### config.mk
export PLATFORM = sky130hd
export DESIGN_NAME = hamming_encode
export DESIGN_NICKNAME = d
export VERILOG_FILES = /design/src/rtl/hamming_encode.sv
export SDC_FILE = /design/constraint.sdc
export NUM_CORES = 1
export LEC_CHECK = 0
export ABC_CLOCK_PERIOD_IN_PS = 2000
export CAP_MARGIN = 20
export CORE_MARGIN = 1
export CORE_UTILIZATION = 26
export DETAILED_ROUTE_END_ITERATION = 6
export PLACE_DENSITY = 0.56
export REMOVE_ABC_BUFFERS = 1
export SYNTH_ARGS = -nofsm -noshare
export SYNTH_HDL_FRONTEND = slang
export SYNTH_SLANG_ARGS = --single-unit
### constraint.sdc
create_clock -name clk_i -period 2 [get_ports clk_i]
set_clock_uncertainty 0.2 [all_clocks]
set_input_delay 0.6 -clock clk_i [delete_from_list [all_inputs] [get_ports clk_i]]
set_output_delay 0.6 -clock clk_i [all_outputs]
set_load 0.005 [all_outputs]
### src/rtl/hamming_encode.sv
// Hamming parity generator: registers a payload word together with its
// single-error-correcting parity bits, one word per cycle, one cycle latency.
module hamming_encode #(
  parameter  int unsigned DATA_WIDTH = 8,
  // Smallest r with 2^r >= DATA_WIDTH + r + 1. With s = clog2(DATA_WIDTH+1),
  // the answer is either s or s+1, and clog2(DATA_WIDTH+s+1) selects between them.
  localparam int unsigned CODE_BITS  = $clog2(DATA_WIDTH + $clog2(DATA_WIDTH + 1) + 1)
) (
  input  logic                  clk_i,
  input  logic                  rst_i,
  input  logic [DATA_WIDTH-1:0] data_in_i,
  input  logic                  valid_in_i,
  output logic [DATA_WIDTH-1:0] data_out_o,
  output logic [CODE_BITS-1:0]  parity_bits_o,
  output logic                  valid_out_o
);

  localparam int unsigned CODED_WIDTH = DATA_WIDTH + CODE_BITS;

  // Set of payload bits covered by parity bit k. Codeword positions are
  // 1-based; powers of two are reserved for parity and data fills the rest
  // in ascending order, so data bit idx sits at the idx-th non-power position.
  function automatic logic [DATA_WIDTH-1:0] cover_mask(input int unsigned k);
    logic [DATA_WIDTH-1:0] m;
    int unsigned           idx;
    m   = '0;
    idx = 0;
    for (int unsigned pos = 1; pos <= CODED_WIDTH; pos++) begin
      if ((pos & (pos - 1)) != 0) begin
        if (((pos >> k) & 1) != 0) begin
          m = m | (DATA_WIDTH'(1) << idx);
        end
        idx++;
      end
    end
    return m;
  endfunction

  logic [CODE_BITS-1:0]  parity_calc;
  logic [DATA_WIDTH-1:0] data_d,   data_q;
  logic [CODE_BITS-1:0]  parity_d, parity_q;
  logic                  valid_d,  valid_q;

  // Even parity over the data bits whose codeword position has bit k set.
  for (genvar k = 0; k < CODE_BITS; k++) begin : g_parity
    localparam logic [DATA_WIDTH-1:0] MASK = cover_mask(k);
    assign parity_calc[k] = ^(data_in_i & MASK);
  end

  // Next state: capture on a valid beat, otherwise hold so an idle (possibly X) input never reaches the outputs.
  always_comb begin
    data_d   = data_q;
    parity_d = parity_q;
    valid_d  = valid_in_i;
    if (valid_in_i) begin
      data_d   = data_in_i;
      parity_d = parity_calc;
    end
  end

  // Output register stage with asynchronous clear.
  always_ff @(posedge clk_i or posedge rst_i) begin
    if (rst_i) begin
      data_q   <= '0;
      parity_q <= '0;
      valid_q  <= 1'b0;
    end else begin
      data_q   <= data_d;
      parity_q <= parity_d;
      valid_q  <= valid_d;
    end
  end

  assign data_out_o    = data_q;
  assign parity_bits_o = parity_q;
  assign valid_out_o   = valid_q;

endmodule

Word-level counts from Yosys, hierarchy flattened
Cells that the tools add are included.
{"block": "word_totals", "reg_bits": 13, "latchBits": 0, "romBits": 0, "n_memories": 0, "output_inout_bits": 13, "input_bits": 11, "mem_bits_rw": 0}
{"block": "op_classes", "n_mux": 0, "add_sub_neg": 0, "div": 0, "n_shift": 0, "order_cmp": 0, "eq_ne": 0, "multipliers": 0, "reduce_logical": 4, "bitwise_logic": 0}
{"operator": "parity 8 bit", "n": 4}

Logic depth before layout (Yosys ltp)
Gate-level depths: netlist of the first run.
{"block": "logic_depth", "word_depth": 1, "ltp_mapped": 3}

Worst setup path after synthesis of the first run
No wires, ideal clock.
{"block": "synth_timing", "kind": "input to register", "from": "input data_in_i[0]", "to": "register parity_q[0], in the netlist parity_bits_o[0]", "setup_ns": 0.125, "path_buffers": 0, "slack_ns": 0.314, "t_arrival_ns": 1.361, "path_stages": 3, "path_cell_list": "xnor3_1 -> xor2_1 -> mux2_2"}
{"block": "synth_between", "elab_chain_cells": 1}
{"element": "start, declared", "line": "11", "text": "input logic [DATA_WIDTH-1:0] data_in_i,"}
{"element": "parity 8 bit", "line": "47", "text": "assign parity_calc[k] = ^(data_in_i & MASK);"}
{"element": "end signal, assigned", "line": "69", "text": "parity_q <= parity_d;"}
{"element": "end, declared", "line": "41", "text": "logic [CODE_BITS-1:0] parity_d, parity_q;"}
No other way between the ends.
A chain may end at the register's enable or synchronous reset.

Final worst setup path of the first run
Ends and elaborated chain as after synthesis.

==> results of run 1 <==
[state kept, by name, indices dropped and copies added (netlist names)]
| signal | flops |
|---|---|
| data_out_o | 8 |
| parity_bits_o | 4 |
| valid_out_o | 1 |
[worst paths after layout]
check | from | end | slack (ns) | depth (start not counted)
setup / recovery | data_in_i[0] | parity_bits_o[0]$_DFFE_PP0P_ | 0.02 | 4
hold / removal | data_out_o[7]$_DFFE_PP0P_ | data_out_o[7]$_DFFE_PP0P_ | 0.31 | 1
min in group asynchronous | rst_i | data_out_o[3]$_DFFE_PP0P_ | 0.45 | 2
hold reg to reg | data_out_o[7]$_DFFE_PP0P_ | data_out_o[7]$_DFFE_PP0P_ | 0.31 | 1
max in group asynchronous | rst_i | parity_bits_o[2]$_DFFE_PP0P_ | 0.80 | 2
setup reg to reg | data_out_o[2]$_DFFE_PP0P_ | data_out_o[2]$_DFFE_PP0P_ | 1.04 | 1
[routing by layer]
| layer | track usage (%) | vias to the layer above | part of all wire, % |
|---|---|---|---|
| li1 | - | 198 | - |
| met1 | 12.2 | 182 | 45 |
| met2 | 14.2 | 14 | 49 |
| met3 | 2.18 | 2 | 4.9 |
| met4 | 7.35 | 0 | 1.3 |
| met5 | 0 | - | 0 |
[where the power goes]
part | leakage (nW) | internal [W] | switching, W
Sequential | 0.151 | 0.000299 | 0.0000167
Combinational | 0.241 | 0.000139 | 0.0000587
Clock | 0.0150 | 0.0000770 | 0.0000812
Total | 0.407 | 0.000516 | 0.000157
[cell usage in the layout, fill, tap and decap left out]
cell and count:
clkdlybuf4s50_1 22, dfrtp_1 13, mux2_2 10, buf_4 8, xnor2_1 6, clkbuf_4 3
nor2_1 2, a21oi_1 2, xnor3_1 2, xor2_1 2, inv_1 1, clkbuf_1 1
dlymetal6s2s_1 1
[through the flow]
stage / instance area [um^2] / power [W]
after detailed placement: 898 / 0.000525
after CTS: 925 / 0.000687
after floorplan: 574 / 0.000396
final: 927 / 0.000673
after global routing: 927 / 0.000719
after global placement: 898 / 0.000523
[kinds of logic after synthesis]
logic type | after synthesis
xor+xnor | 10
buf+inv | 2
simple gates | 2
compound gates | 2
flops | 13
mux | 10
[cell type report]
type	instances	area [um^2]	share of cell area (%)
Sequential cell	13	325	35.1
Multi-Input combinational cell	24	245	26.5
Clock buffer	4	26.3	2.83
Inverter	1	3.75	0.405
Tap cell	27	33.8	3.64
Timing Repair Buffer	31	293	31.6
[repair_timing]
item	CTS	global route
setup endpoints to repair	0	1
hold buffers	0	0
gates resized for setup	0	1
hold endpoints to repair	0	0
==> flow_summary.json, run 1 <==
{
  "route.detailed.wl_per_inst_um": 10.6,
  "min_period_ns": 1.98,
  "overflow": 0,
  "yosysMostFrequentCell": "dfrtp_1",
  "leakage_nw": 0.407,
  "synth-simple-area-share_pct": 1.30,
  "crit_chain": "clkdlybuf4s50_1 -> xnor3_1 -> xor2_1 -> mux2_2",
  "synth-xor-area-share_pct": 19.9,
  "clk_path_buf_depth": 2,
  "synth_common_cells": "dfrtp_1 (13), mux2_2 (10), xnor2_1 (6)",
  "fillers": 203,
  "vias": 396,
  "num-nets-final": 85,
  "status": "finished, final reports clean",
  "port_buffers": 23,
  "grt_max_degree": 14,
  "vias_per_cell": 3.96,
  "grt.total_usage_pct": 9.66,
  "synth.yosys.seq_area_share_pct": 56.2,
  "dp_hpwl_um": 841,
  "start_util_pct": 28.7,
  "finalCritPeriodShare_pct": 98.9,
  "arrival_ns": 1.93,
  "critPathKind": "in2reg",
  "grt_pass1_vias": 395,
  "antenna_left": 0,
  "dp_worst_setup_slack_ns": -0.260,
  "syn_area_per_cell_um2": 14.9,
  "postLayoutCoreUtil_pct": 45.9,
  "cp-start-kind": "input port",
  "io_pins": 24,
  "yosysTopAreaCellShare_pct": 56.2,
  "rsz0062_at_grt": "false",
  "synth_edf_count": 0,
  "h-tree-depth": 1,
  "slowest_stage": "clkdlybuf4s50_1",
  "cp_top_family": "XOR/XNOR gates",
  "drt_pass1_iterations": 4,
  "async_reset_ff_share_pct": 100,
  "yosys.area.top_type": "dfrtp_1",
  "grt_pass1_wl_mm": 1.70,
  "powerDensity_nw_per_um2": 725,
  "drt_iter0_markers": 3,
  "worst-path-buf-inv": 1,
  "antenna_found_initial": 0,
  "synth_top_family_by_area": "XOR/XNOR gates",
  "netlist_area_um2": 579,
  "slew_violations": 0,
  "crit_fanout": 3,
  "fp.dieW_um": 49.2,
  "rows": 16,
  "design.core.area_um2": 2020,
  "slew_headroom_pct": 66.5,
  "hold_path.class": "reg2reg",
  "synth_ff_type": "dfrtp_1",
  "finalWeightedCongestion": 0.692,
  "drive_gt1_share_pct": 28.8,
  "synthTopCellsByArea": "dfrtp_1 (56%), mux2_2 (19%), xnor2_1 (9.1%), xnor3_1 (7.8%), xor2_1 (3.0%)",
  "synth.distinct_cells": 9,
  "syn_to_final_growth_pct": 60.0,
  "cp.required_ns": 1.95,
  "ir_drop_mv": 0.289,
  "cts_root_buf": "clkbuf_4",
  "fmax_ghz": 0.505,
  "die_area_um2": 2420,
  "synthCells": 39,
  "dpl.cell_count": 96,
  "synth.area.mux_share_pct": 19.4,
  "whs_ns": 0.308,
  "cts_tree": "done",
  "cts.sink_count": 13,
  "worstMarginPinSlew_ns": 0.502,
  "die_y_um": 49.2,
  "timing.setup.tns_ns": 0,
  "cts_setup_buffers": 0,
  "wl_mm": 1.06,
  "end_kind": "flop",
  "stdcell_count": 100,
  "drv.max_cap_violation_count": 0,
  "clk_pin_slew_ns": 0.07,
  "cts_buffers": 3,
  "clk_latency_ns": 0.27,
  "hold_viol_final": 0,
  "post-route-drc-count": 0,
  "critPathMaxStageDelay_ns": 0.51,
  "layout_setup_ws_ns": 0.0217,
  "ys_warn_count": 0,
  "antennaDiodeCount": 0,
  "synthAdderAreaFrac_pct": 0,
  "synth_compound_area_share_pct": 1.73,
  "setup_viol": 0,
  "ys_ff_latch": 13
}
No activity file was read; power rests on OpenSTA's default activity.
==> run 2: changes to the inputs <==
Settings changed: SKIP_LAST_GASP from default to 1.
==> results of run 2 <==
Same layout as run 1: the final DEF is identical, and so are final timing and power.
==> run 3: changes to the inputs <==
Settings changed: CAP_MARGIN 20 to 15.
==> results of run 3 <==
Same layout as run 1: the final DEF is identical, and so are final timing and power.
